==> src/rtl/uart_tx_fifo.sv <==
// UART transmitter with a power-of-two input FIFO and back-to-back framing.
// Define UART_TX_PARITY_EN to add a parity bit after the data bits.
module uart_tx_fifo #(
   parameter int DATA_WIDTH   = 8,
   parameter int CLKS_PER_BIT = 434,
   parameter int STOP_BITS    = 1,
   parameter int FIFO_DEPTH   = 4,
   parameter int PARITY_ODD   = 0
) (
   input  logic                              clk_i,
   input  logic                              rst_i,
   input  logic [DATA_WIDTH-1:0]             data_i,
   input  logic                              valid_i,
   output logic                              ready_o,
   output logic                              txd_o,
   output logic                              busy_o,
   output logic [$clog2(FIFO_DEPTH+1)-1:0]   fifo_count_o
);
   localparam int CW = $clog2(FIFO_DEPTH + 1);
   localparam int PW = $clog2(FIFO_DEPTH);
   localparam int BW = $clog2(CLKS_PER_BIT);
   localparam int IW = 4;
   localparam logic [BW-1:0] BIT_LAST  = BW'(CLKS_PER_BIT - 1);
   localparam logic [IW-1:0] LAST_DATA = IW'(DATA_WIDTH - 1);
   localparam logic [IW-1:0] LAST_STOP = IW'(STOP_BITS - 1);
   localparam logic [CW-1:0] FULL      = CW'(FIFO_DEPTH);

   if (DATA_WIDTH < 5 || DATA_WIDTH > 9) begin : g_bad_dw
      $error("uart_tx_fifo: DATA_WIDTH must be 5..9");
   end
   if (CLKS_PER_BIT < 2) begin : g_bad_cpb
      $error("uart_tx_fifo: CLKS_PER_BIT must be >= 2");
   end
   if (STOP_BITS != 1 && STOP_BITS != 2) begin : g_bad_stop
      $error("uart_tx_fifo: STOP_BITS must be 1 or 2");
   end
   if (FIFO_DEPTH < 2 || (FIFO_DEPTH & (FIFO_DEPTH - 1)) != 0) begin : g_bad_depth
      $error("uart_tx_fifo: FIFO_DEPTH must be a power of two >= 2");
   end
   if (PARITY_ODD != 0 && PARITY_ODD != 1) begin : g_bad_par
      $error("uart_tx_fifo: PARITY_ODD must be 0 or 1");
   end

`ifdef UART_TX_PARITY_EN
   typedef enum logic [2:0] {IDLE, START, DATA, PARITY, STOP} state_t;
`else
   typedef enum logic [2:0] {IDLE, START, DATA, STOP} state_t;
`endif

   state_t                  state_q, state_d;
   logic [BW-1:0]           cnt_q, cnt_d;
   logic [IW-1:0]           idx_q, idx_d;
   logic [DATA_WIDTH-1:0]   sh_q, sh_d;
   logic                    txd_q, txd_d;
   logic                    busy_q, busy_d;
   logic [CW-1:0]           count_q, count_d;
   logic [PW-1:0]           wr_q, wr_d;
   logic [PW-1:0]           rd_q, rd_d;
   logic [DATA_WIDTH-1:0]   mem_q [FIFO_DEPTH];
   logic [DATA_WIDTH-1:0]   mem_d [FIFO_DEPTH];
`ifdef UART_TX_PARITY_EN
   logic                    par_q, par_d;
`endif
   logic                    push;
   logic                    load;
   logic                    bit_end;
   logic [DATA_WIDTH-1:0]   head;

   assign ready_o      = (count_q != FULL);
   assign txd_o        = txd_q;
   assign busy_o       = busy_q;
   assign fifo_count_o = count_q;
   assign push         = valid_i && ready_o;
   assign bit_end      = (cnt_q == BIT_LAST);
   assign head         = mem_q[rd_q];

   always_comb begin
      state_d = state_q;
      cnt_d   = '0;
      idx_d   = idx_q;
      sh_d    = sh_q;
      txd_d   = txd_q;
      load    = 1'b0;
`ifdef UART_TX_PARITY_EN
      par_d   = par_q;
`endif
      if (state_q != IDLE && !bit_end) cnt_d = cnt_q + 1'b1;
      unique case (state_q)
         IDLE: load = (count_q != '0);
         START: if (bit_end) begin
            state_d = DATA;
            txd_d   = sh_q[0];
            sh_d    = sh_q >> 1;
            idx_d   = '0;
         end
         DATA: if (bit_end) begin
            if (idx_q == LAST_DATA) begin
`ifdef UART_TX_PARITY_EN
               state_d = PARITY;
               txd_d   = par_q;
`else
               state_d = STOP;
               txd_d   = 1'b1;
               idx_d   = '0;
`endif
            end else begin
               txd_d = sh_q[0];
               sh_d  = sh_q >> 1;
               idx_d = idx_q + 1'b1;
            end
         end
`ifdef UART_TX_PARITY_EN
         PARITY: if (bit_end) begin
            state_d = STOP;
            txd_d   = 1'b1;
            idx_d   = '0;
         end
`endif
         STOP: if (bit_end) begin
            if (idx_q == LAST_STOP) begin
               state_d = IDLE;
               txd_d   = 1'b1;
               load    = (count_q != '0);
            end else begin
               idx_d = idx_q + 1'b1;
            end
         end
         default: state_d = IDLE;
      endcase
      // Loading from STOP skips IDLE so queued frames run back-to-back.
      if (load) begin
         state_d = START;
         txd_d   = 1'b0;
         sh_d    = head;
         cnt_d   = '0;
`ifdef UART_TX_PARITY_EN
         par_d   = (^head) ^ (PARITY_ODD != 0);
`endif
      end
      busy_d = (state_d != IDLE);
   end

   always_comb begin
      mem_d   = mem_q;
      wr_d    = wr_q;
      rd_d    = rd_q;
      count_d = count_q;
      if (push) begin
         mem_d[wr_q] = data_i;
         wr_d        = wr_q + 1'b1;
      end
      if (load) rd_d = rd_q + 1'b1;
      unique case ({push, load})
         2'b10:   count_d = count_q + 1'b1;
         2'b01:   count_d = count_q - 1'b1;
         default: count_d = count_q;
      endcase
   end

   always_ff @(posedge clk_i) begin
      if (!rst_i) begin
         state_q <= IDLE;
         cnt_q   <= '0;
         idx_q   <= '0;
         sh_q    <= '0;
         txd_q   <= 1'b1;
         busy_q  <= 1'b0;
         count_q <= '0;
         wr_q    <= '0;
         rd_q    <= '0;
`ifdef UART_TX_PARITY_EN
         par_q   <= 1'b0;
`endif
      end else begin
         state_q <= state_d;
         cnt_q   <= cnt_d;
         idx_q   <= idx_d;
         sh_q    <= sh_d;
         txd_q   <= txd_d;
         busy_q  <= busy_d;
         count_q <= count_d;
         wr_q    <= wr_d;
         rd_q    <= rd_d;
`ifdef UART_TX_PARITY_EN
         par_q   <= par_d;
`endif
      end
   end

   always_ff @(posedge clk_i) begin
      mem_q <= mem_d;
   end
endmodule

==> config.mk <==
export PLATFORM = sky130hd
export DESIGN_NAME = uart_tx_fifo
export DESIGN_NICKNAME = d
export VERILOG_FILES = /design/src/rtl/uart_tx_fifo.sv
export SDC_FILE = /design/constraint.sdc
export NUM_CORES = 1
export LEC_CHECK = 0
export BUFFER_PORTS_ARGS = -buffer_cell sky130_fd_sc_hd__buf_2
export CAP_MARGIN = 20
export CORE_ASPECT_RATIO = 0.9
export CORE_MARGIN = 1
export CORE_UTILIZATION = 30
export CTS_BUF_LIST = sky130_fd_sc_hd__clkbuf_2 sky130_fd_sc_hd__clkbuf_4 sky130_fd_sc_hd__clkbuf_8
export CTS_CLUSTER_DIAMETER = 80
export DETAILED_ROUTE_END_ITERATION = 12
export HOLD_SLACK_MARGIN = 0.12
export PLACE_DENSITY = 0.44
export SETUP_SLACK_MARGIN = 0.5
export SKIP_LAST_GASP = 1
export SYNTH_ARGS = -nofsm -noshare
export SYNTH_HDL_FRONTEND = slang
export SYNTH_SLANG_ARGS = --single-unit
==> constraint.sdc <==
create_clock -name clk_i -period 6.26 [get_ports clk_i]
set_clock_uncertainty 0.1 [all_clocks]
set_input_delay 1.252 -clock clk_i [delete_from_list [all_inputs] [get_ports clk_i]]
set_output_delay 1.252 -clock clk_i [all_outputs]
set_load 0.005 [all_outputs]
Word level (Yosys, flattened, before mapping)
Index checks and enable logic that the tools add are counted.
{"block": "op_classes", "bitwise_logic": 4, "reduce_logical": 17, "n_mux": 35, "shift": 0, "add_sub_neg": 6, "multipliers": 0, "n_div": 0, "order_cmp": 3, "n_eq_ne": 17}
{"operator": "2-to-1 mux 8 bit", "n": 7}
{"operator": "bitwise mux 32 bit", "n": 1}
{"operator": "2-to-1 mux 4 bit", "n": 5}
{"operator": "2-to-1 mux 3 bit", "n": 6}
{"operator": "inequality test 3 bit (second input constant)", "n": 6}
{"operator": "binary-select mux 8 bit (select 2 bit)", "n": 1}
{"operator": "demux 8 bit (select 2 bit)", "n": 1}
{"operator": "one-hot mux 8 bit (2 select lines)", "n": 1}
{"operator": "nonzero test 3 bit", "n": 5}
{"operator": "one-hot mux 3 bit (4 select lines)", "n": 1}
{"operator": "one-hot mux 4 bit (3 select lines)", "n": 1}
{"operator": "AND reduction 5 bit", "n": 2}
{"operator": "adder 9 x 1 -> 9 bit (second input constant)", "n": 1}
{"operator": "== test 9 bit (second input constant)", "n": 1}
{"operator": "2-to-1 mux 1 bit", "n": 8}
{"operator": "inequality test 2 bit (second input constant)", "n": 4}
{"operator": "== test 3 x 2 -> 1 bit (second input constant)", "n": 2}
{"operator": ">= comparator 3 bit (second input constant)", "n": 2}
{"operator": "inverter 2 -> 3 bit", "n": 2}
{"operator": "one-hot mux 3 bit (2 select lines)", "n": 1}
{"operator": "adder 2 x 1 -> 2 bit (second input constant)", "n": 2}
{"operator": "adder 4 x 1 -> 4 bit (second input constant)", "n": 1}
{"operator": "== test 4 x 3 -> 1 bit (second input constant)", "n": 1}
{"operator": "logical NOT 4 bit", "n": 1}
{"operator": "16 further kinds", "n": 19}
{"block": "word_totals", "latchBits": 0, "regBits": 65, "output_inout_bits": 6, "input_bits": 11, "mem_bits_ro": 0, "mem_count": 0, "ramBits": 0}

Depth between registers and ports, before layout
{"block": "logic_depth", "word_depth": 6, "mapped_depth": 12, "ltp_nobuf": 11}

Least setup slack after synthesis
No wires, ideal clock.
{"block": "synth_timing", "path_kind": "input-to-reg", "from": "in valid_i", "to": "reg count_q[2], in the netlist fifo_count_o[2]", "path_slack_ps": 3481, "required_time_ps": 6090, "stages": 7, "setup_ps": 70, "arrival_ps": 2608, "cell_sequence": "and2_1 inv_1 ha_1 fa_1 xnor2_1 or3_1 a21oi_1"}
{"block": "synth_between", "elab_chain_len": 3}
{"item": "from (decl)", "line_no": "13", "text": "input logic valid_i,"}
{"item": "logical AND 1 bit *", "line_no": "73", "text": "assign push = valid_i && ready_o;"}
{"item": "== test 2 x 1 -> 1 bit or == test 2 bit (tied branches)", "line_no": "153", "text": "unique case ({push, load})"}
{"item": "one-hot mux 3 bit (2 select lines) or nonzero test 2 bit (tied branches)"}
{"item": "to (signal assigned)", "line_no": "181", "text": "count_q <= count_d;"}
{"item": "to (decl)", "line_no": "56", "text": "logic [CW-1:0] count_q, count_d;"}
Mark *: on every way between the ends. The rest lies on a longest branch, timed or not.
A chain may end at the register's enable or synchronous reset.

Worst setup path in the final report
{"block": "layout_timing", "from": "reg cnt_q[1]", "to": "reg count_q[2], in the netlist fifo_count_o[2]"}
{"block": "layout_between", "elab_chain_len": 5}
{"item": "from (decl)", "line_no": "51", "text": "logic [BW-1:0] cnt_q, cnt_d;"}
{"item": "from (signal assigned)", "line_no": "176", "text": "cnt_q <= cnt_d;"}
{"item": "== test 9 bit *", "line_no": "74", "text": "assign bit_end = (cnt_q == BIT_LAST);"}
{"item": "2-to-1 mux 1 bit *", "line_no": "119", "text": "STOP: if (bit_end) begin"}
{"item": "one-hot mux 1 bit (2 select lines) *", "line_no": "88", "text": "unique case (state_q)"}
{"item": "== test 2 x 1 -> 1 bit or == test 2 bit (tied branches)", "line_no": "153"}
{"item": "one-hot mux 3 bit (2 select lines) or nonzero test 2 bit (tied branches)"}
Marked as above.

==> implementation parameters <==
Parameter                              Value

STA
  Max frequency    a little over 300 MHz
  Worst-Margin Slew    between 0.7 and 0.8 ns
  Remaining max-slew budget at the tightest pin    between 40% and 50%
  Clock period minus worst slack    between 3 and 4 ns
  Number of hold violations in the final report    0
  Share of the cycle needed by the critical path after routing    a little over half
  Final max-slew violation count    0
  Count of final setup violators    0
  Unrepaired setup endpoints after global routing    false
  Total negative slack    0 ns

Placed design
  Placed wire-length estimate after detailed placement    4070 µm
  Last weighted congestion value of the routability-driven placer    between 0.7 and 0.8
  Count of port buffers added during placement    16

Synth
  Number of distinct standard cells referenced by the synthesized netlist    53
  Proportion of register bits with asynchronous set or reset after synthesis    0%
  Syn avg cell area    11.8 µm²
  Post-synthesis instance area    0.00293 mm²
  Post-Synthesis Net Count    around 270
  Number of synthesized register bits    65
  Yosys Warn Count    0
  Number of enable-type register cells in the synthesized netlist    32
  Top_reg_cell synth    sky130_fd_sc_hd__dfxtp_1
  Synthesized netlist cell count    between 200 and 250
  Sequential share of the synthesized area    between 50% and 60%

Pwr
  Areal power density over the cells    ~340 mW/mm²
  Static leakage power    around 1.1 nW
  Sw Share    between 20% and 30%
  Internal Pwr Total    790 µW
  Final total power    1.12 mW
  Power dissipated by switching net loads    between 300 and 400 µW
  Maximum vdd drop    0.169 mV
  Logic pwr share    18.6%
  Clock group share of total power    roughly a third
  Sequential Power Share    49.3%

Worst setup path
  Critical-path maximum fanout    15
  Critical register-to-register path endpoint    fifo_count_o[2]
  Kind of cell adding the most delay to the critical path    simple AND/OR/NAND/NOR gates
  Data required time of the worst path    roughly 6.4 ns
  Type of element launching the critical path    register
  Kind of end point of the critical path    register
  Cell breakdown of the critical path    inv_1, ha_1, and4b_1, a41oi_2, or2_1, inv_1, ha_1, fa_1, xnor2_1, or3_1, a21oi_1
  Cell with the largest stage delay on the worst path    sky130_fd_sc_hd__a41oi_2
  Worst EP arrival    roughly 3.5 ns
  WP buf/inv    2
  Delay contributed by the slowest stage of the critical path    around 0.58 ns
  Worst R2R Setup Slack    roughly 3 ns
  Critical path start-end classification    reg -> reg
  Launch point of the worst reg-to-reg path    cnt_q[1]
  Cell depth of the worst flop-to-flop path    11

Hold path
  Endpoint, Worst Hold    cnt_q[0]
  Hold path depth    1
  Path class of the lowest-slack min-delay path    reg -> reg
  Startpoint of the lowest-slack hold path    cnt_q[0]

Floorplanning
  DIE AREA    0.0102 mm²
  Placeable core region    roughly 0.0093 mm²
  I/O pin count    17
  Vertical extent of the die    roughly 96 µm
  Starting density of the core    roughly a third
  Horizontal die dimension    106 µm
  # rows    33

CTS
  Number of buffers on the longest clock path    2
  Cell chosen for the clock root    sky130_fd_sc_hd__clkbuf_8
  Clock latency on the worst-skew pair    between 0.3 and 0.4 ns
  CTS Sinks    65
  Num CTS Buffers    9
  Post-CTS resize count    0
  Clock tree from TritonCTS    yes
  H-tree Lvls    3
  Cts-stage hold buffer count    0
  Clock slew at reported path FFs    0.07 ns
  Setup fix buffers added after clock tree synthesis    0

Cells and area
  Post-layout net count    between 200 and 300
  Layout cell share with drive strength beyond 1    between 10% and 20%
  Leading cell type in the layout, fill and taps excluded    sky130_fd_sc_hd__dfxtp_1
  Post-synthesis to final-layout area growth    13.3%
  Number of diodes added for antenna fixing    0
  Commonest cells after routing, fill and taps aside    sky130_fd_sc_hd__dfxtp_1 (33), sky130_fd_sc_hd__edfxtp_1 (32), sky130_fd_sc_hd__nor2_1 (19)

Drt
  Number of DRC markers after the initial detailed-route iteration    about 110
  Drt drc    0
  Vias per Instance    between 4 and 5
  Total wire length after detailed routing    roughly 5900 µm
  Remaining antenna violation count after routing    0
  Wire length per cell after detailed routing    roughly 15 µm
  Vias after detailed routing    between 1,500 and 2,000
  DR pass1 iterations    4

Global route
  Total gr overflow    0
  Number of antenna violations at the first check in global routing    0
  Wire length of the first global-routing pass    about 10,000 µm
  Maximum number of pins on one net before global-route repair    22
  Via count of the first global-routing pass    about 2,000
  Total Routing Usage GR    between 10% and 20%

Status
  Result of the run    complete, no violations

Job
  Number of max-cap violations    0
## how the worst max path moves through the flow
stage / from / endpoint / depth (start not counted)
CTS: cnt_q[1] / fifo_count_o[2] / 11
finish: cnt_q[1] / fifo_count_o[2] / 11
detailed placement: cnt_q[1] / fifo_count_o[2] / 11
floorplan: valid_i / fifo_count_o[2] / 7
global placement: cnt_q[1] / fifo_count_o[2] / 11
global route: cnt_q[1] / fifo_count_o[2] / 11
## layer usage
| metal | up-vias | share of wire [%] | track usage [%] |
|---|---|---|---|
| met5 | - | 0 | 0 |
| met4 | 0 | 1.8 | 6.25 |
| met3 | 9 | 5.1 | 4.47 |
| met2 | 41 | 42 | 20.1 |
| met1 | 925 | 51 | 17.8 |
| li1 | 975 | - | - |
## metrics by stage
stage	cells	cell area [µm²]	util [%]	hold slack, ns	setup slack [ns]
2_1_floorplan	248	2930	-	0.341	3.48
3_3_place_gp	377	3130	33.6	0.365	3.05
3_5_place_dp	377	3130	33.6	0.374	2.96
4_1_cts	393	3330	35.8	0.392	2.93
5_1_grt	393	3330	35.8	0.415	2.68
6_report	393	3330	35.8	0.383	2.95
## cell usage after synthesis (all sizes together) (4+ instances only)
library cell  count  area (µm²)
a21oi            11        55.1
a311oi            7        61.3
nor3             15        80.1
o31ai             4        30.0
o21ai            12        60.1
inv              13        48.8
ha                9         113
mux4              8         180
xnor2             7        61.3
nand3            12        65.1
edfxtp           32         961
nor2             20        77.6
nand2b            4        25.0
clkbuf            7        27.5
dfxtp            33         661
nand2             6        22.5
and3              5        31.3
## power by group through the flow
stage | clock network, mW | logic [mW] | registers [mW]
finish | 0.359 | 0.207 | 0.551
global route | 0.389 | 0.234 | 0.560
CTS | 0.372 | 0.211 | 0.552
detailed placement | 0 | 0.209 | 0.561
global placement | 0 | 0.210 | 0.560
floorplan | 0 | 0.170 | 0.537
## logic make-up after synthesis
| kind of cell | count (synthesis) | share of synthesized area [%] |
|---|---|---|
| fa+ha+maj | 10 | 4.52 |
| other cells | 1 | 0.128 |
| buf+inv | 23 | 3.33 |
| xor+xnor | 10 | 2.99 |
| mux | 10 | 6.82 |
| simple gates | 84 | 16.6 |
| compound gates | 45 | 10.4 |
| flops | 65 | 55.3 |
## final cells by class
type	count	area [µm²]
clock buffer	9	124
fill	925	5960
multi-input combinational	160	1210
sequential	65	1620
inverter	13	48.8
clock inverter	7	76.3
timing repair buffer	17	87.6
tap	122	153
## flip-flops by register name (all words and copies together), names as in the netlist
name and count:
busy_o 1, cnt_q 9, fifo_count_o 3, idx_q 4, mem_q 32, rd_q 2
sh_q 8, state_q 3, txd_o 1, wr_q 2
Power figures use the tool's default switching activity.
